**src/rtl/hazard_pkg.sv**
```systemverilog
// hazard_pkg: shared definitions for the RV32I pipeline hazard controller.
//   - hz_state_e : controller state (RUN, MEM_WAIT, REDIRECT)
//   - reset-value constants for the state, the counters and the perf counters
//   - default parameter values and cnt_w(), which sizes a counter holding 0..max
package hazard_pkg;

  typedef enum logic [1:0] {
    RUN      = 2'd0,
    MEM_WAIT = 2'd1,
    REDIRECT = 2'd2
  } hz_state_e;

  localparam hz_state_e   STATE_RST = RUN;
  localparam int          CNT_RST   = 0;
  localparam logic [31:0] PERF_RST  = 32'd0;

  localparam int DEF_FETCH_LAT   = 1;
  localparam int DEF_MEM_TIMEOUT = 256;

  // Bits needed to hold values 0..max_val (never less than one bit).
  function automatic int cnt_w(input int max_val);
    return (max_val < 2) ? 1 : $clog2(max_val + 1);
  endfunction

endpackage

```
**src/rtl/hazard_perf_cnt.sv**
```systemverilog
// hazard_perf_cnt: the two free-running 32-bit performance counters of the
// hazard controller. Both wrap modulo 2^32.
// Ports:
//   clk, rst        core clock, synchronous active-high reset
//   stall           PC held this cycle
//   redirect        redirect accepted this cycle
//   stall_cycles    count of cycles with stall = 1
//   redirects       count of accepted redirects
module hazard_perf_cnt
  import hazard_pkg::*;
(
  input  logic        clk,
  input  logic        rst,
  input  logic        stall,
  input  logic        redirect,
  output logic [31:0] stall_cycles,
  output logic [31:0] redirects
);

  always_ff @(posedge clk) begin
    if (rst) begin
      stall_cycles <= PERF_RST;
      redirects    <= PERF_RST;
    end else begin
      if (stall)    stall_cycles <= stall_cycles + 32'd1;
      if (redirect) redirects    <= redirects + 32'd1;
    end
  end

endmodule

```
**src/rtl/hazard_ctrl.sv**
```systemverilog
// hazard_ctrl: hazard controller for the 5-stage RV32I pipeline.
// Resolves load-use stalls, taken-branch/jump redirects (with a FETCH_LAT
// cycle fetch-redirect window) and multi-cycle data-memory waits (with a
// MEM_TIMEOUT watchdog). Priority: memory freeze > redirect > load-use.
// All control outputs are combinational from inputs and registered state.
//
// Parameters: FETCH_LAT (0..7), MEM_TIMEOUT (2..65535)
// Ports:
//   clk, rst                        clock, synchronous active-high reset
//   id_rs1_addr/id_rs2_addr         source registers of the ID instruction
//   id_use_rs1/id_use_rs2           ID instruction actually reads rs1/rs2
//   ex_rd_addr, ex_mem_read         destination / load flag of the EX instruction
//   ex_redirect                     EX resolved a taken branch or jump
//   mem_req, mem_ready              MEM-stage access and its completion
//   pc_hold, if_id_hold, if_id_flush, id_ex_hold, id_ex_bubble,
//   id_ex_flush, ex_mem_hold, mem_wb_bubble   pipeline register controls
//   mem_timeout                     one-cycle watchdog pulse
//   perf_stall_cycles, perf_redirects        performance counters
//
// Build option: define HAZARD_CTRL_PERF_EN to get live perf counters;
// otherwise both perf ports are tied to zero and no counter flops exist.
module hazard_ctrl
  import hazard_pkg::*;
#(
  parameter int FETCH_LAT   = DEF_FETCH_LAT,
  parameter int MEM_TIMEOUT = DEF_MEM_TIMEOUT
) (
  input  logic        clk,
  input  logic        rst,
  input  logic [4:0]  id_rs1_addr,
  input  logic [4:0]  id_rs2_addr,
  input  logic        id_use_rs1,
  input  logic        id_use_rs2,
  input  logic [4:0]  ex_rd_addr,
  input  logic        ex_mem_read,
  input  logic        ex_redirect,
  input  logic        mem_req,
  input  logic        mem_ready,
  output logic        pc_hold,
  output logic        if_id_hold,
  output logic        if_id_flush,
  output logic        id_ex_hold,
  output logic        id_ex_bubble,
  output logic        id_ex_flush,
  output logic        ex_mem_hold,
  output logic        mem_wb_bubble,
  output logic        mem_timeout,
  output logic [31:0] perf_stall_cycles,
  output logic [31:0] perf_redirects
);

  localparam int REDIR_W = cnt_w(FETCH_LAT);
  localparam int WAIT_W  = cnt_w(MEM_TIMEOUT);

  localparam bit                HAS_WINDOW = (FETCH_LAT > 0);
  localparam logic [REDIR_W-1:0] REDIR_LOAD = REDIR_W'(FETCH_LAT);
  localparam logic [REDIR_W-1:0] REDIR_ONE  = REDIR_W'(1);
  localparam logic [REDIR_W-1:0] REDIR_RST  = REDIR_W'(CNT_RST);
  localparam logic [WAIT_W-1:0]  WAIT_ONE   = WAIT_W'(1);
  localparam logic [WAIT_W-1:0]  WAIT_MAX   = WAIT_W'(MEM_TIMEOUT);
  // The cycle that takes wait_cnt to MEM_TIMEOUT sees MEM_TIMEOUT-1 registered.
  localparam logic [WAIT_W-1:0]  WAIT_PULSE = WAIT_W'(MEM_TIMEOUT - 1);
  localparam logic [WAIT_W-1:0]  WAIT_RST   = WAIT_W'(CNT_RST);

  hz_state_e          state_q, state_d;
  hz_state_e          ret_q, ret_d;
  logic [REDIR_W-1:0] redir_cnt_q, redir_cnt_d;
  logic [WAIT_W-1:0]  wait_cnt_q, wait_cnt_d;

  logic      freeze;
  logic      load_use;
  logic      redirect_acc;
  logic      wrong_path;
  hz_state_e eff_state;

  assign freeze   = mem_req & ~mem_ready;
  assign load_use = ex_mem_read & (ex_rd_addr != 5'd0) &
                    ((id_use_rs1 & (id_rs1_addr == ex_rd_addr)) |
                     (id_use_rs2 & (id_rs2_addr == ex_rd_addr)));
  assign redirect_acc = ~freeze & ex_redirect;

  // In the release cycle of a memory wait the pipeline behaves as in the
  // state it was in before the wait, so decisions use the saved state.
  assign eff_state  = (state_q == MEM_WAIT) ? ret_q : state_q;
  assign wrong_path = (eff_state == REDIRECT);

  // State register
  always_ff @(posedge clk) begin
    if (rst) begin
      state_q     <= STATE_RST;
      ret_q       <= STATE_RST;
      redir_cnt_q <= REDIR_RST;
      wait_cnt_q  <= WAIT_RST;
    end else begin
      state_q     <= state_d;
      ret_q       <= ret_d;
      redir_cnt_q <= redir_cnt_d;
      wait_cnt_q  <= wait_cnt_d;
    end
  end

  // Next-state logic
  always_comb begin
    state_d     = state_q;
    ret_d       = ret_q;
    redir_cnt_d = redir_cnt_q;
    wait_cnt_d  = wait_cnt_q;
    if (freeze) begin
      // redir_cnt is left untouched, which pauses the redirect window.
      if (state_q != MEM_WAIT) begin
        ret_d      = state_q;
        state_d    = MEM_WAIT;
        wait_cnt_d = WAIT_ONE;
      end else if (wait_cnt_q != WAIT_MAX) begin
        wait_cnt_d = wait_cnt_q + WAIT_ONE;
      end
    end else begin
      ret_d      = RUN;
      wait_cnt_d = WAIT_RST;
      if (redirect_acc && HAS_WINDOW) begin
        state_d     = REDIRECT;
        redir_cnt_d = REDIR_LOAD;
      end else if (wrong_path && (redir_cnt_q != REDIR_ONE)) begin
        state_d     = REDIRECT;
        redir_cnt_d = redir_cnt_q - REDIR_ONE;
      end else begin
        state_d     = RUN;
        redir_cnt_d = REDIR_RST;
      end
    end
  end

  // Output logic
  always_comb begin
    pc_hold       = 1'b0;
    if_id_hold    = 1'b0;
    if_id_flush   = 1'b0;
    id_ex_hold    = 1'b0;
    id_ex_bubble  = 1'b0;
    id_ex_flush   = 1'b0;
    ex_mem_hold   = 1'b0;
    mem_wb_bubble = 1'b0;
    mem_timeout   = 1'b0;
    if (!rst) begin
      if (freeze) begin
        pc_hold       = 1'b1;
        if_id_hold    = 1'b1;
        id_ex_hold    = 1'b1;
        ex_mem_hold   = 1'b1;
        mem_wb_bubble = 1'b1;
        mem_timeout   = (state_q == MEM_WAIT) && (wait_cnt_q == WAIT_PULSE);
      end else begin
        if_id_flush = redirect_acc | wrong_path;
        id_ex_flush = redirect_acc;
        // Load-use only matters on the correct path and without a redirect.
        if (!ex_redirect && !wrong_path && load_use) begin
          pc_hold      = 1'b1;
          if_id_hold   = 1'b1;
          id_ex_bubble = 1'b1;
        end
      end
    end
  end

`ifdef HAZARD_CTRL_PERF_EN
  logic [31:0] stall_cycles_q;
  logic [31:0] redirects_q;

  hazard_perf_cnt u_perf (
    .clk          (clk),
    .rst          (rst),
    .stall        (pc_hold),
    .redirect     (id_ex_flush),
    .stall_cycles (stall_cycles_q),
    .redirects    (redirects_q)
  );

  // Outputs read zero throughout reset, including before the first edge.
  assign perf_stall_cycles = rst ? PERF_RST : stall_cycles_q;
  assign perf_redirects    = rst ? PERF_RST : redirects_q;
`else
  assign perf_stall_cycles = 32'd0;
  assign perf_redirects    = 32'd0;
`endif

endmodule

```
**config.mk**
```make
export PLATFORM = sky130hd
export DESIGN_NAME = hazard_ctrl
export DESIGN_NICKNAME = d
export VERILOG_FILES = /design/src/rtl/hazard_pkg.sv /design/src/rtl/hazard_perf_cnt.sv /design/src/rtl/hazard_ctrl.sv
export SDC_FILE = /design/constraint.sdc
export NUM_CORES = 1
export LEC_CHECK = 0
export BUFFER_PORTS_ARGS = -buffer_cell sky130_fd_sc_hd__buf_2
export CAP_MARGIN = 20
export CORE_UTILIZATION = 35
export CTS_CLUSTER_DIAMETER = 40
export DETAILED_ROUTE_END_ITERATION = 12
export GPL_ROUTABILITY_DRIVEN = 0
export GPL_TIMING_DRIVEN = 0
export PLACE_DENSITY = 0.81
export SLEW_MARGIN = 20
export SYNTH_ARGS = -nofsm -noshare
export SYNTH_HDL_FRONTEND = slang
export SYNTH_SLANG_ARGS = --single-unit
```
**constraint.sdc**
```tcl
create_clock -name clk -period 1.5 [get_ports clk]
set_input_delay 0.075 -clock clk [delete_from_list [all_inputs] [get_ports clk]]
set_output_delay 0.075 -clock clk [all_outputs]
set_load 0.1 [all_outputs]
```
==> out/qor.log <==
qor: outcome.status finished, violations left
qor: outcome.failing_checks negative setup slack
qor: floorplan.boundaryPins 96
qor: worst_hold_path.hp-start rst
qor: critical_path.path_cells nor2b_4 -> a311oi_4 -> o2111ai_4 -> o21ai_4 -> buf_12 -> buf_12
qor: cts.cts_hold_repair.buffers 0
qor: sta.rsz_0062_raised_after_global_routing true
qor: sta.timing.final.hold_violations 0
qor: sta.relSlewSlack 66.55%
qor: route.antenna_violating_nets_post_route 0
qor: yosys.synth.distinct_cells 32
qor: floorplan.starting_utilization_of_the_core_area 37.59%
qor: sta.tightest_slew 0.5018 ns
qor: floorplan.floorplan.core_area 0.003442 mm2
qor: power.ir_worst_vdd 0.0003601 V
qor: placement.dp_hpwl 1952 um
qor: critical_path.cp-startpoint state_q[0]
qor: route.firstDrtPassIters 2
qor: sta.setup_viol 5
qor: route.routed_wire_length_per_instance 7.893 um
qor: yosys.cell_type_contributing_the_most_total_cell_area_after_synthesis buf_4
qor: critical_path.r2r_end wait_cnt_q[0]
qor: critical_path.critPathCaptureType output pin
qor: sta.fin_tns_setup -0.7879 ns
qor: critical_path.data_arrival_time_of_the_critical_path 1.72 ns
qor: layout.nFillCells 323
qor: layout.post_layout_inst_area 0.002031 mm2
qor: power.power_per_cell_area 848.2 mW/mm2
qor: critical_path.critical_path.slowest_cell dfxtp_2
qor: yosys.synth_seq_area_share 21.66%
qor: cts.cts_tree built
qor: cts.total_clock_buffers_created_by_cts 3
qor: power.leakagePower 0.001077 uW
qor: sta.layout_worst_path_cycle_share 119.8%
qor: layout.final_nets 289
qor: worst_hold_path.worst_min_path_class in2reg
qor: critical_path.worst_r2r_startpoint wait_cnt_q[3]
qor: cts.clock_sink_count 14
qor: cts.clock-root-buffer clkbuf_8
qor: layout.number_of_antenna_diodes 0
qor: yosys.syn_inst 157
qor: route.vias 1087
qor: critical_path.cp_top_family compound AO/OA/AOI/OAI gates
qor: route.wl 2423 um
qor: yosys.post-synth-top-area-fraction 38.88%
qor: power.post-layout-total-power 1722 uW
qor: critical_path.start_kind flip-flop
qor: yosys.synthArstFlopShare 0%
qor: sta.setup_slack_of_the_critical_path_after_layout -0.2975 ns
qor: global_route.grt_start_max_net_pins 9
qor: critical_path.r2r_setup_slack 0.16 ns
qor: yosys.synth_commonest_cells buf_4, dfxtp_1, nor2_1
qor: global_route.gr-usage-met1 11.05%
qor: critical_path.cp_max_fo 4
qor: critical_path.worst_path_most_repeated_cell buf_12
qor: floorplan.fp-row-count 21
qor: global_route.vias_in_the_first_global_route 995
qor: route.remaining_drc_errors 0
qor: worst_hold_path.holdPathEnd state_q[1]
qor: placement.placed_cell_area 0.001836 mm2
qor: run.cap_viol_max_count 0
qor: floorplan.die_area 0.003944 mm2
qor: cts.clk_pin_slew 0.05 ns
qor: global_route.gr-total-overflow 0
qor: placement.port-buffer-count 31
qor: sta.fin_crit 1.798 ns
qor: yosys.avgSynthCellArea 8.240 um2
qor: layout.area_growth_from_synthesis_to_layout 56.96%
qor: cts.cts-htree-levels 1
qor: global_route.global_route.peak_usage_layer met2
qor: cts.clk_latency 0.24 ns
qor: global_route.grt_pass1_wl 3953 um
qor: critical_path.reg2reg_depth 5
qor: worst_hold_path.whs_path_depth 2
qor: global_route.global_route.usage.met3 4.197%
qor: route.initialDrtViolationCount 10
qor: cts.cts.path.max_buffers 2
qor: floorplan.die_h 62.80 um
qor: yosys.synth_enable_flop_cells 0
qor: critical_path.critical_path.max_stage_delay 0.33 ns
qor: sta.skew 0.001361 ns
qor: sta.pins_over_their_slew_limit 0
qor: yosys.yosys_warnings 0
qor: critical_path.worst-path-buf-inv 2
qor: global_route.grt_usage 12.36%
qor: yosys.synth_area_leaders buf_4, dfxtp_1, xor2_1
qor: sta.max_freq 556.3 MHz
qor: yosys.synth.most_common_cell buf_4
qor: route.via_per_inst 3.541
qor: global_route.groute.layer.met2.usage 25.27%
qor: global_route.grt_antenna_before_repair 0
qor: floorplan.die_width 62.80 um
qor: critical_path.worst-endpoint-required 1.42 ns
qor: layout.drive_gt1_share 50.96%
qor: critical_path.critical_path_class reg2out
qor: yosys.syn-cell-area 0.001294 mm2
qor: yosys.yosys_most_used_dff dfxtp_1
qor: yosys.postSynthRegisterBits 14
## worst max-delay path by stage
stage          cells after the start  endpoint
2_1_floorplan                      5   pc_hold
3_3_place_gp                       6   pc_hold
3_5_place_dp                       6   pc_hold
4_1_cts                            6   pc_hold
5_1_grt                            6   pc_hold
6_report                           6   pc_hold
## cell usage in the layout, fill, tap and decap left out, drive strengths merged, types with 3 or more instances in the layout
master,Yosys,layout
nor2,12,12
nor3,3,3
conb,1,64
xnor2,5,5
dfxtp,14,14
clkbuf,0,3
nand2,3,3
ha,3,3
inv,8,7
buf,67,105
xor2,11,11
nand3,4,4
a21oi,4,4
nor4,3,3
## metal layers
layer,up-vias,part of all wire [%]
met5,-,0
met3,4,6.6
met1,459,36
li1,585,-
met2,39,56
met4,0,0.78
## logic make-up after synthesis
family / share of synthesized area [%]
DFF: 21.66
AOI/OAI and AO/OA: 7.059
adders and majority gates: 2.902
muxes: 0.7737
other: 0.2899
and+or+nand+nor: 15.28
buffers and inverters: 41.20
xor gates and xnor gates: 10.83
## area by class of cell
cell class,count,area [um2],area share (%)
Buffer,67,531.8,26.19
Inverter,8,33.78,1.664
Multi-Input combinational cell,131,802.0,39.49
Clock buffer,3,41.29,2.033
Timing Repair Buffer,38,265.3,13.06
Tap cell,46,57.56,2.834
Sequential cell,14,299.0,14.73
## what timing repair did
action / 4_1_cts / 5_1_grt
cloned: 0 / 0
endpoints found under the setup margin: 5 / 6
resized for setup: 28 / 5
pin swaps: 6 / 5
setup buffers: 5 / 2
## state kept, by name (all words and copies together), names as in the netlist
| signal | flops |
|---|---|
| wait_cnt_q | 9 |
| ret_q | 2 |
| state_q | 2 |
| redir_cnt_q | 1 |
## power breakdown
part	switching (uW)	leakage, uW	internal [uW]
clock network	118	0.0000216	177
logic	847	0.000936	198
registers	7.30	0.000119	375
## through the flow
stage	std cells	setup slack (ns)	util, %	hold WS (ns)
after floorplan	220	-0.5132	-	0.1498
after global placement	297	-0.4097	53.33	0.3419
after detailed placement	297	-0.4604	53.33	0.3437
after CTS	305	-0.3204	58.34	0.07705
after global routing	307	-0.3616	59.00	0.07563
final	307	-0.2975	59.00	0.07871
## worst reg2reg max path: stages, from the launching register on
cell     delay [ns]
dfxtp_4        0.36
nor4_1         0.34
nand4_1        0.13
buf_4          0.18
xnor2_1        0.12
a21oi_1        0.14
Note: power is estimated with default switching activity, not from simulation.
